File: config.mk
export PLATFORM = sky130hd
export DESIGN_NAME = cdc_handshake_tx
export DESIGN_NICKNAME = d
export VERILOG_FILES = /design/src/rtl/cdc_pkg.sv /design/src/rtl/cdc_handshake_tx_sync.sv /design/src/rtl/cdc_handshake_tx.sv
export SDC_FILE = /design/constraint.sdc
export NUM_CORES = 1
export LEC_CHECK = 0
export ABC_AREA = 1
export CAP_MARGIN = 20
export CORE_UTILIZATION = 42
export CTS_CLUSTER_DIAMETER = 50
export DETAILED_ROUTE_END_ITERATION = 10
export HOLD_SLACK_MARGIN = 0.02
export PLACE_DENSITY = 0.8
export SLEW_MARGIN = 20
export SYNTH_ARGS = -nofsm -noshare
export SYNTH_HDL_FRONTEND = slang
export SYNTH_SLANG_ARGS = --single-unit
File: constraint.sdc
create_clock -name clk -period 1.3 [get_ports clk]
set_input_delay 0.39 -clock clk [delete_from_list [all_inputs] [get_ports clk]]
set_output_delay 0.39 -clock clk [all_outputs]
set_load 0.02 [all_outputs]
File: src/rtl/cdc_pkg.sv
// cdc_pkg: shared types and limits for the toggle-handshake CDC blocks.
//   cdc_state_e     - source-side FSM states (FLUSH, IDLE, WAIT_ACK)
//   MIN/MAX_SYNC_STAGES - legal synchronizer depth range
package cdc_pkg;

  localparam int MIN_SYNC_STAGES = 2;
  localparam int MAX_SYNC_STAGES = 4;

  typedef enum logic [1:0] {
    FLUSH    = 2'd0,
    IDLE     = 2'd1,
    WAIT_ACK = 2'd2
  } cdc_state_e;

endpackage

File: src/rtl/cdc_handshake_tx_sync.sv
// cdc_handshake_tx_sync: plain flip-flop chain synchronizer, no reset.
//   clk - destination (local) clock
//   d   - asynchronous input
//   q   - synchronized output, STAGES clocks of latency
module cdc_handshake_tx_sync #(
  parameter int STAGES = 2
) (
  input  logic clk,
  input  logic d,
  output logic q
);

  logic [STAGES-1:0] sync_ff;

  // No reset: the owner drains stale contents with its own flush phase.
  always_ff @(posedge clk)
    sync_ff <= {sync_ff[STAGES-2:0], d};

  assign q = sync_ff[STAGES-1];

endmodule

File: src/rtl/cdc_handshake_tx.sv
// cdc_handshake_tx: source half of a 2-phase (toggle) req/ack CDC handshake.
// A word accepted on in_valid/in_ready is held on tx_data while tx_req
// toggles; the next word is taken only once the synchronized tx_ack
// toggle matches tx_req.
//   clk, rst          - source clock, async active-high reset
//   in_valid/in_ready/in_data - upstream word interface
//   tx_data, tx_req   - word and request toggle to the destination domain
//   tx_ack            - acknowledge toggle from the destination (async)
//   busy              - transfer outstanding
// Optional: define CDC_HANDSHAKE_TX_TIMEOUT_EN to add TIMEOUT_CYCLES and a
// sticky timeout_err output flagging an ack that never arrives.
module cdc_handshake_tx
  import cdc_pkg::*;
#(
  parameter int WIDTH       = 8,
  parameter int SYNC_STAGES = 2
`ifdef CDC_HANDSHAKE_TX_TIMEOUT_EN
  ,
  parameter int TIMEOUT_CYCLES = 1024
`endif
) (
  input  logic             clk,
  input  logic             rst,
  input  logic             in_valid,
  output logic             in_ready,
  input  logic [WIDTH-1:0] in_data,
  output logic [WIDTH-1:0] tx_data,
  output logic             tx_req,
  input  logic             tx_ack,
  output logic             busy
`ifdef CDC_HANDSHAKE_TX_TIMEOUT_EN
  ,
  output logic             timeout_err
`endif
);

  if (SYNC_STAGES < MIN_SYNC_STAGES || SYNC_STAGES > MAX_SYNC_STAGES) begin : g_bad_stages
    $error("cdc_handshake_tx: SYNC_STAGES out of range");
  end

  localparam int FC_W = $clog2(MAX_SYNC_STAGES + 1);
  localparam logic [FC_W-1:0] FLUSH_LAST = FC_W'(SYNC_STAGES - 1);

  cdc_state_e      state, state_nxt;
  logic [FC_W-1:0] flush_cnt, flush_cnt_nxt;
  logic            tx_req_nxt;
  logic            accept;
  logic            ready_st;
  logic            ack_sync;

  cdc_handshake_tx_sync #(.STAGES(SYNC_STAGES)) u_ack_sync (
    .clk (clk),
    .d   (tx_ack),
    .q   (ack_sync)
  );

  always_ff @(posedge clk or posedge rst) begin
    if (rst) begin
      state     <= FLUSH;
      flush_cnt <= '0;
      tx_req    <= 1'b0;
      tx_data   <= '0;
    end else begin
      state     <= state_nxt;
      flush_cnt <= flush_cnt_nxt;
      tx_req    <= tx_req_nxt;
      if (accept) tx_data <= in_data;
    end
  end

  always_comb begin
    state_nxt     = state;
    flush_cnt_nxt = flush_cnt;
    tx_req_nxt    = tx_req;
    accept        = 1'b0;
    ready_st      = 1'b0;
    unique case (state)
      FLUSH: begin
        if (flush_cnt == FLUSH_LAST) begin
          // Adopt the destination's current ack parity so a destination
          // that was not reset along with us does not see a phantom req.
          tx_req_nxt    = ack_sync;
          flush_cnt_nxt = '0;
          state_nxt     = IDLE;
        end else begin
          flush_cnt_nxt = flush_cnt + FC_W'(1);
        end
      end
      IDLE: begin
        ready_st = 1'b1;
        if (in_valid) begin
          accept     = 1'b1;
          tx_req_nxt = ~tx_req;
          state_nxt  = WAIT_ACK;
        end
      end
      WAIT_ACK: begin
        if (ack_sync == tx_req) state_nxt = IDLE;
      end
      default: state_nxt = FLUSH;
    endcase
  end

  // Decoded from state only; rst gates it so it drops with the reset edge.
  assign in_ready = ready_st & ~rst;
  assign busy     = (state == WAIT_ACK);

`ifdef CDC_HANDSHAKE_TX_TIMEOUT_EN
  localparam int TO_W = $clog2(TIMEOUT_CYCLES + 1);
  localparam logic [TO_W-1:0] TO_MAX = TO_W'(TIMEOUT_CYCLES);

  logic [TO_W-1:0] to_cnt;

  // Counter saturates at TIMEOUT_CYCLES; the flag rises on the same edge
  // the count gets there and sticks until reset.
  always_ff @(posedge clk or posedge rst) begin
    if (rst) begin
      to_cnt      <= '0;
      timeout_err <= 1'b0;
    end else if (accept) begin
      to_cnt <= '0;
    end else if (state == WAIT_ACK && to_cnt != TO_MAX) begin
      to_cnt <= to_cnt + TO_W'(1);
      if (to_cnt == TO_MAX - TO_W'(1)) timeout_err <= 1'b1;
    end
  end
`endif

endmodule

# Word-level counts from Yosys, hierarchy flattened
# Index checks and enable logic that the tools add are counted.
# W data, S select, Z words.
totals:
  in_bits: 12
  elab_cells: 31
  ff_bits: 16
classes:
  muxes: 11
  bitwise: 3
  n_reduce_logical: 4
  add_sub_neg: 1
  eq_ne: 7
op_table:
  columns: ["operator", "count"]
  rows:
  - ["$mux W2", 3]
  - ["$pmux W2 S3", 1]
  - ["$reduce_and A3 Y1", 2]
  - ["$mux W1", 5]
  - ["$ne A2 B2 Y1 const B", 2]
  - ["$add A3 B1 Y3 const B", 1]
  - ["$eq A3 B1 Y1 const B", 1]
  - ["$mux W3", 1]
  - ["$eq A2 B1 Y1 const B", 1]
  - ["$eq A2 B2 Y1 const B", 1]
  - ["$logic_not A2 Y1", 1]
  - ["$ne A2 B1 Y1 const B", 1]
  - ["$not A1 Y1", 2]
  - ["$pmux W1 S2", 1]
  - ["$reduce_bool A2 Y1", 1]
  - ["$and A1 B1 Y1", 1]
  - ["$eq A1 B1 Y1", 1]

# Depth between registers and ports, before layout
# Gate-level depths: netlist of run 1.
logic_depth:
  word_depth: 3
  ltp_mapped: 7
  ltp_nobuf: 7

# By module
# A second synthesis of run 1 with hierarchy kept.
hier_totals:
  cells_unflattened: 76
  hier_area_um2: 666.9
by_module_without_submodules:
  columns: ["module", "seq_area_each_um2", "n_inst", "area_per_inst_um2", "cells_each"]
  rows:
  - ["cdc_handshake_tx", 350.3, 1, 626.9, 74]
  - ["cdc_handshake_tx_sync", 40.0, 1, 40.0, 2]

# Worst setup path after synthesis of run 1
# No wires, ideal clock.
synth_timing:
  path_kind: "register to output"
  startpoint: "reg state[1]"
  endpoint: "out in_ready"
  slack_ns: 0.078
  arrival_ns: 0.832
  path_stages_with_launch: 4
  t_required_ns: 0.910
  path_cell_list: "dfrtp_1 inv_2 nand2_2 nor2_1"
synth_between:
  elab_chain_cells: 3
synth_lines:
  columns: ["item", "line", "rtl"]
  rows:
  - ["start, declared", "cdc_handshake_tx.sv:44", "cdc_state_e state, state_nxt;"]
  - ["start signal, assigned", "cdc_handshake_tx.sv:64", "state <= state_nxt;"]
  - ["$eq A2 B1 Y1", "cdc_handshake_tx.sv:77", "unique case (state)"]
  - ["$mux W1", "cdc_handshake_tx.sv:77", null]
  - ["$and A1 B1 Y1", "cdc_handshake_tx.sv:105", "assign in_ready = ready_st & ~rst;"]
  - ["end, declared", "cdc_handshake_tx.sv:25", "output logic in_ready,"]
# No other way between the ends.

# Final worst setup path of run 1
layout_timing:
  startpoint: "reg state[1]"
  endpoint: "out busy"
layout_between:
  elab_chain_cells: 1
layout_lines:
  columns: ["item", "line", "rtl"]
  rows:
  - ["$eq A2 B2 Y1", "cdc_handshake_tx.sv:106", "assign busy = (state == WAIT_ACK);"]
  - ["end, declared", "cdc_handshake_tx.sv:30", "output logic busy"]
# No other way between the ends.

==> results.md, run 1 <==
- The cell count after synthesis is 75.
- The flow ran to the end, but the final reports show violations.
- The final number of setup-violating endpoints is 2.
- The cell area that synthesis handed to floorplanning was 671 um2.
- The element type at the critical path start is a register.
- For this run, the post-layout net count is 125.
- The most heavily used metal layer in global routing is met2.
- The total DRC errors in the routed layout is 0.
- STA classifies the critical path endpoint as an output port.
- The congestion estimate from routability-driven global placement came to 0.809.
- Across the run, the number of max-cap violations was 0.
- The floorplan step set the die width to 42.0 um.
- The synthesized design contains 16 register bits.
- After global routing the overflow that remains totals 0.
- The total area inside the core boundary comes to 1510 um2.
- The I/O pin total is 23.
- After clock tree synthesis, the flow added hold-fix buffers numbering 0.
- The delay of the slowest critical-path stage is 0.38 ns.
- In the routed layout, each cell is associated on average with a via count of 4.84.
- The maximum buffer depth of the clock tree is 2.
- The layout overhead on the synthesized area is 47.6%.
- Across all layers, the routed design uses 619 vias.
- The largest individual stage delay along the critical path comes from the cell sky130_fd_sc_hd__dfrtp_1.
- The remaining max-slew budget at the tightest pin is 87.7%.
- The clock arrives with 0.00947 ns of skew.
- The cell at the root of the clock tree is sky130_fd_sc_hd__clkbuf_4.
- The antenna diode instance count is 0.
- The wire-length estimate of the detail-placed layout is 1120 um.
- In this run, CTS created clock tree buffers numbering 3.
- After detailed routing, the average wire length per cell comes to 11.3 um.
- The number of antenna violations at the first check in global routing is 0.
- The number of nets in the synthesized netlist is 87.
- Setup slack on the critical path of the routed design comes to -0.170 ns.
- The vertical extent of the die is 42.0 um.
- The power density over cell area is 2310 nW/um2.
- The total negative slack is -0.313 ns.
- Summed over all cells, the static leakage comes to 0.545 nW.
- For this run, the share of the core covered by cells in the final layout is 65.7%.
- The CTS clock-pin slew for the worst setup and hold paths is 0.09 ns.
- The iteration count of the initial detailed-routing pass is 4.
- The aggregate routed wire length is 1450 um.
- The detail route stage leaves a number of antenna-violating nets equal to 0.
- At the later pin of the worst-skew pair, clock insertion delay measures 0.28 ns.
- CTS saw 16 sinks.
- The post-route netlist has 30.4% of its cells at a drive strength greater than 1.
- The number of global-route vias before repair came to 587.
- The cell class contributing the biggest share of worst-path delay is flip-flops.
- The most frequent standard cell in the layout excluding fill and tap cells is sky130_fd_sc_hd__nand2_1.
- Timing analysis after detailed placement gives a worst setup slack of -0.617 ns.
- Traced cell by cell, the critical path runs through inv_2 -> buf_4 -> nor2_4 -> buf_6.
- Setup repair after global routing could not meet its margin everywhere.
- The met3 demand-to-capacity share in global routing is 2.61%.
- The clock period minus final worst setup slack is 1.47 ns.
- The largest area contributor in the synthesized netlist is sky130_fd_sc_hd__dfrtp_1.
- Leaving out fill and tap cells, the most frequent cells in the layout are 25 x sky130_fd_sc_hd__nand2_1, 14 x sky130_fd_sc_hd__nand3_1, 13 x sky130_fd_sc_hd__dfrtp_1, 13 x sky130_fd_sc_hd__buf_4, 10 x sky130_fd_sc_hd__clkdlybuf4s50_1.
- The global routing met1 resource utilization is 21.0%.
- Ranked by total cell area, the synthesized netlist is headed by sky130_fd_sc_hd__dfrtp_1 52%, sky130_fd_sc_hd__nand2_1 14%, sky130_fd_sc_hd__nand3_1 10%, sky130_fd_sc_hd__dfxtp_1 6.0%, sky130_fd_sc_hd__inv_1 3.4%.
- The largest vdd supply drop is 1.12 mV.
- The number of max-slew violations in the final report is 0.
- For the pin with the worst max-slew slack, the measured transition is 0.184 ns.
- The required time at the worst-slack endpoint is 0.91 ns.
- The final total power is 2.29 mW.
- The maximum level of the CTS H-tree is 1.
- The detailed router finished its first iteration with 18 violations.
- Of the available clock period, the critical path in the final layout requires 113%.
- During placement, the flow inserted port buffers numbering 22.
- The tightest hold path in the finished design has a slack of 0.127 ns.
- For this run, the top clock speed supported by timing is 680 MHz.
- The area of the die is 1760 um2.
- The number of rows in the core area is 14.
- The number of fill cells in the layout is 130.
- The critical path data arrival time is 1.08 ns.
- For this run, the number of Yosys warnings is 0.
- The kind of path behind the tightest hold check is input port to async pin.
- The average instance in the mapped netlist occupies 8.94 um2.
- Entering global routing, the biggest net connects 15 pins.
- Along the worst path, the maximum fanout reaches 3.
- The final reports fail on negative setup slack.
- The final-report hold violation count is 0.
- The first-pass GRT wire length is 2390 um.
- The share of the synthesized area in the top cell type is 52.2%.
- Sequential elements use 58.2% of the synthesized area.
- The critical path is of the register to output port type.
- After synthesis, the netlist uses 16 different library cells.
- TritonCTS built the clock tree.
- Global routing consumed, over all layers together, 17.8% of the routing resources.
- For this configuration, the core starts out at a cell density of 44.5%.
- The met2 track demand over resource is 31.9%.
- Together, buffers and inverters on the worst path number 3.
[worst paths after layout]
check                                              start                            end  slack (ns)  cells past startpoint
min in group clk           u_ack_sync.sync_ff[0]$_DFF_P_  u_ack_sync.sync_ff[1]$_DFF_P_        0.34                      0
max in group asynchronous                            rst           state[0]$_DFFE_PP0P_        0.98                      3
setup / recovery                    state[1]$_DFFE_PP0P_                           busy       -0.17                      4
hold reg to reg            u_ack_sync.sync_ff[0]$_DFF_P_  u_ack_sync.sync_ff[1]$_DFF_P_        0.34                      0
setup reg to reg                    state[1]$_DFFE_PP0P_         tx_data[1]$_DFFE_PP0P_        0.08                      8
hold / removal                                       rst         tx_data[4]$_DFFE_PP0P_        0.13                      3
[layout make-up]
type	count	area [um2]	area share, %
clock buffer	4	26.3	2.65
multi-input combinational	50	250	25.3
inverter	8	35.0	3.54
timing repair buffer	34	267	26.9
tap	16	20.0	2.02
sequential	16	392	39.6
[power by group]
part | internal (mW) | switching [mW] | leakage (nW)
Sequential | 0.687 | 0.122 | 0.192
Combinational | 0.519 | 0.692 | 0.338
Clock | 0.119 | 0.147 | 0.0150
[cell usage after synthesis (all sizes together)]
master	instances
nand3	14
nor2	3
o21ai	1
xor2	2
a21boi	1
dfrtp	14
buf	1
nand2	28
dfxtp	2
inv	8
nand4	1
[timing repair]
item                                    CTS  global route
buffers inserted                          1             2
pin swaps                                 1             2
endpoints found under the setup margin   11            10
gates cloned                              0             0
gates resized for setup                  46             6
[metrics by stage]
step | cells | area, um2
after floorplan | 75 | 671
after global placement | 121 | 973
after detailed placement | 121 | 973
after CTS | 126 | 957
after global routing | 128 | 990
final | 128 | 990
[logic make-up (layout without fill, tap and decap cells)]
family	count (synthesis)	after routing	share of synthesized area (%)
xor gates and xnor gates	2	2	2.61
DFF	16	16	58.2
AOI/OAI and AO/OA	2	2	1.87
buffers and inverters	9	46	5.60
and+or+nand+nor	46	46	31.7
[flip-flops by register name (all words and copies together) (netlist names)]
| register | count |
|---|---|
| tx_data | 8 |
| flush_cnt | 3 |
| state | 2 |
| u_ack_sync.sync_ff | 2 |
| tx_req | 1 |
[layer usage]
layer	vias to the layer above	routed length, um
met1	288	596
met2	20	785
met5	-	0
met3	2	56
li1	309	-
met4	0	13
[worst reg2reg max path, delay by kind of cell (launching register included)]
family	cells	cell delay, ns
AND/OR/NAND/NOR	4	0.27
buffers and inverters	4	0.44
flip-flops	1	0.41
Power figures use the tool's default switching activity.
==> run 2, diff against run 1 <==
--- a/config.mk
+++ b/config.mk
@@ -7,8 +7,8 @@
 export LEC_CHECK = 0
 export ABC_AREA = 1
 export CAP_MARGIN = 20
+export CORE_MARGIN = 3
 export CORE_UTILIZATION = 42
-export CTS_CLUSTER_DIAMETER = 50
 export DETAILED_ROUTE_END_ITERATION = 10
 export HOLD_SLACK_MARGIN = 0.02
 export PLACE_DENSITY = 0.8
==> results.md, run 2 (synthesis results as in run 1) <==
- The area of the die was 2110 um2 (was 1760 um2).
- The number of global-route vias before repair came to 588 (was 587).
- The placeable core region came to 1400 um2 (was 1510 um2).
- The combinational fraction of design power is 53.3% (was 53.0%).
- The total congestion overflow is 0 (unchanged).
- The most frequent standard cell in the layout excluding fill and tap cells was sky130_fd_sc_hd__nand2_1 (unchanged).
- The final-report hold violation count is 0 (unchanged).
- The number of buffers created by CTS is 3 (unchanged).
- The TritonCTS clock tree was built (unchanged).
- The number of nets with antenna violations after detailed routing was 0 (unchanged).
- The antenna diode instance count is 0 (unchanged).
- The transition time of the tightest slew-check pin is 0.188 ns (was 0.184 ns).
- The detail-routed via count per cell is 4.93 (was 4.84).
- The clock insertion delay at the later pin of the skew report is 0.28 ns (about the same).
- The via total after detailed routing is 631 (was 619).
- The critical hold path startpoint is u_ack_sync.sync_ff[0]$_DFF_P_.
- The number of maximum-capacitance violations is 0 (unchanged).
- The die boundary width is 46.0 um (was 42.0 um).
- The CTS clock-pin slew for the worst setup and hold paths was 0.09 ns (about the same).
- The vertical extent of the die is 46.0 um (was 42.0 um).
- The worst setup slack for register-to-register paths came to 0.09 ns (was 0.08 ns).
- The total routing resource utilization after global routing is 17.0% (was 17.8%).
- The ratio of cells with drive above 1 in the final layout is 31.0% (was 30.4%).
- The beginning of the worst register-to-register path is state[1]$_DFFE_PP0P_ (unchanged).
- The worst-case clock skew was 0.000982 ns (was 0.00947 ns).
- The switching power as a share of total power is 41.8% (was 42.0%).
- The final core utilization is 71.8% (was 65.7%).
- The maximum frequency from static timing analysis is 683 MHz (was 680 MHz).
- Cell-by-cell listing of the critical path: clkdlybuf4s50_1 -> nor2_1 -> buf_4 (was inv_2 -> buf_4 -> nor2_4 -> buf_6).
- Status: complete, but fails checks (unchanged).
- The cell at the root of the clock tree is sky130_fd_sc_hd__clkbuf_4 (unchanged).
- The worst hold path terminates at u_ack_sync.sync_ff[1]$_DFF_P_.
- The average wire per standard cell was 12.7 um (was 11.3 um).
- The final cycle utilization of the critical path came to 113% (about the same).
- The cell class contributing the biggest share of worst-path delay is buffers and inverters (was flip-flops).
- The minimum setup slack in the final design was -0.165 ns (was -0.170 ns).
- The clock network fraction of design power is 13.4% (was 11.6%).
- The number of hold-repair buffers added at the cts stage is 0 (unchanged).
- The layout overhead on the synthesized area was 49.8% (was 47.6%).
- The largest net degree at the start of global routing is 15 (unchanged).
- The number of max-slew violations in the final report was 0 (unchanged).
- The number of rows in the core area is 13 (was 14).
- The power density over cell area is 2380 nW/um2 (was 2310 nW/um2).
- The flip-flop count of the largest register after layout is 8 (unchanged).
- The critical register-to-register path endpoint is tx_data[1]$_DFFE_PP0P_ (unchanged).
- The initial core utilization is 47.9% (was 44.5%).
- The worst hold path was traced through 0 stages.
- The I/O pin total is 23 (unchanged).
- The worst setup slack after placement is -0.630 ns (was -0.617 ns).
- Violated checks: negative setup slack (unchanged).
- The critical path data arrival time was 1.07 ns (was 1.08 ns).
- The critical path buffer and inverter count is 2 (was 3).
- The final number of setup-violating endpoints is 2 (unchanged).
- The delay of the slowest critical-path stage is 0.42 ns (was 0.38 ns).
- The number of fill cells in the layout is 120 (was 130).
- The kind of end point of the critical path is an output port (unchanged).
- Leading cell types in the layout, fill and taps excluded: 24 x sky130_fd_sc_hd__nand2_1, 15 x sky130_fd_sc_hd__buf_4, 14 x sky130_fd_sc_hd__nand3_1, 14 x sky130_fd_sc_hd__dfrtp_1, 11 x sky130_fd_sc_hd__clkdlybuf4s50_1 (was 25 x sky130_fd_sc_hd__nand2_1, 14 x sky130_fd_sc_hd__nand3_1, 13 x sky130_fd_sc_hd__dfrtp_1, 13 x sky130_fd_sc_hd__buf_4, 10 x sky130_fd_sc_hd__clkdlybuf4s50_1).
- The count of buffers inserted at the top-level ports is 22 (unchanged).
- The global placer's final weighted congestion was 0.751 (was 0.809).
- The largest vdd supply drop is 1.11 mV (was 1.12 mV).
- The final total power came to 2.39 mW (was 2.29 mW).
- The clock period minus final worst setup slack came to 1.46 ns (was 1.47 ns).
- The aggregate routed wire length is 1620 um (was 1450 um).
- The remaining max-slew budget at the tightest pin is 87.5% (was 87.7%).
- The total DRC errors in the routed layout is 0 (unchanged).
- The post-DP HPWL was 1120 um (about the same).
- The internal cell power is 1.39 mW (was 1.33 mW).
- The slowest library cell on the worst path is sky130_fd_sc_hd__clkdlybuf4s50_1 (was sky130_fd_sc_hd__dfrtp_1).
- The depth of the most critical reg-to-reg path was 8 (unchanged).
- Biggest registers after layout: tx_data (8), flush_cnt (3) (unchanged).
- The kind of critical path is input port to output port (was register to output port).
- The required time at the worst-slack endpoint is 0.91 ns (about the same).
- The CTS sink count is 16 (unchanged).
- The sequential power share is 33.4% (was 35.4%).
- The kind of path behind the tightest hold check is register to register (was input port to async pin).
- The switching component of the power is 0.997 mW (was 0.961 mW).
- The maximum level of the CTS H-tree is 1 (unchanged).
- The number of antenna violations at the first check in global routing is 0 (unchanged).
- The maximum buffer depth of the clock tree came to 2 (unchanged).
- The leakage power figure is 0.545 nW (about the same).
- Setup repair after global routing missed its margin: yes (unchanged).
- The iteration count of the initial detailed-routing pass is 4 (unchanged).
- The maximum fanout along the worst path is 2 (was 3).
- The first-pass GRT wire length is 2420 um (was 2390 um).
- The element type at the critical path start is an input port (was register).
- The register with the most flip-flops is tx_data (unchanged).
- The number of nets in the layout is 126 (was 125).
- The initial DRC count is 20 (was 18).
run 2: power by group through the flow:
stage	registers, mW	logic [mW]	clock network (mW)
2_1_floorplan	0.977	0.483	0
3_3_place_gp	0.798	1.24	0
3_5_place_dp	0.804	1.27	0
4_1_cts	0.793	1.20	0.332
5_1_grt	0.815	1.39	0.350
6_report	0.796	1.27	0.319
run 2: worst reg2reg max path, stage by stage, from the launching register on:
cell,delay (ns)
sky130_fd_sc_hd__dfrtp_1,0.40
sky130_fd_sc_hd__inv_2,0.08
sky130_fd_sc_hd__nand2_2,0.05
sky130_fd_sc_hd__buf_4,0.13
sky130_fd_sc_hd__buf_4,0.15
sky130_fd_sc_hd__inv_8,0.09
sky130_fd_sc_hd__nand2_8,0.08
sky130_fd_sc_hd__nand2_1,0.07
sky130_fd_sc_hd__nand2_1,0.06
run 2: stage by stage:
| step | TNS, ns | cells | hold WS [ns] | instance area (um2) |
|---|---|---|---|---|
| final | -0.276 | 128 | 0.334 | 1000 |
| after global routing | -0.374 | 128 | 0.358 | 1000 |
| after CTS | -0.290 | 127 | 0.335 | 981 |
| after detailed placement | -1.79 | 121 | 0.313 | 980 |
| after global placement | -1.63 | 121 | 0.311 | 980 |
| after floorplan | 0 | 75 | 0.279 | 671 |
run 2: what timing repair did:
action | 4_1_cts | 5_1_grt
pin swaps | 1 | 1
buffers inserted | 2 | 1
setup endpoints to repair | 11 | 10
gates resized for setup | 46 | 4
run 2: worst max path at each step:
stage | slack, ns | endpoint | cells after the start | from
global route | -0.21 | in_ready | 4 | state[1]$_DFFE_PP0P_
finish | -0.16 | in_ready | 3 | rst
detailed placement | -0.63 | in_ready | 3 | rst
CTS | -0.17 | in_ready | 4 | state[1]$_DFFE_PP0P_
floorplan | 0.08 | in_ready | 3 | state[1]$_DFFE_PP0P_
global placement | -0.60 | in_ready | 3 | rst
run 2: layout make-up:
class / instances / area [um2] / area share (%)
flip-flops and latches: 16 / 390 / 38.9
well taps: 15 / 18.8 / 1.87
repair buffers: 35 / 268 / 26.7
clock buffers: 4 / 36.3 / 3.61
inverters: 8 / 37.5 / 3.74
multi-input cells: 50 / 254 / 25.3
run 2: metal layers:
layer	up-vias	GRT usage [%]	part of all wire (%)
met1	284	17.5	37
met3	4	4.35	5.9
met4	0	11.9	1.9
met2	30	29.1	55
met5	-	0	0
li1	313	-	-
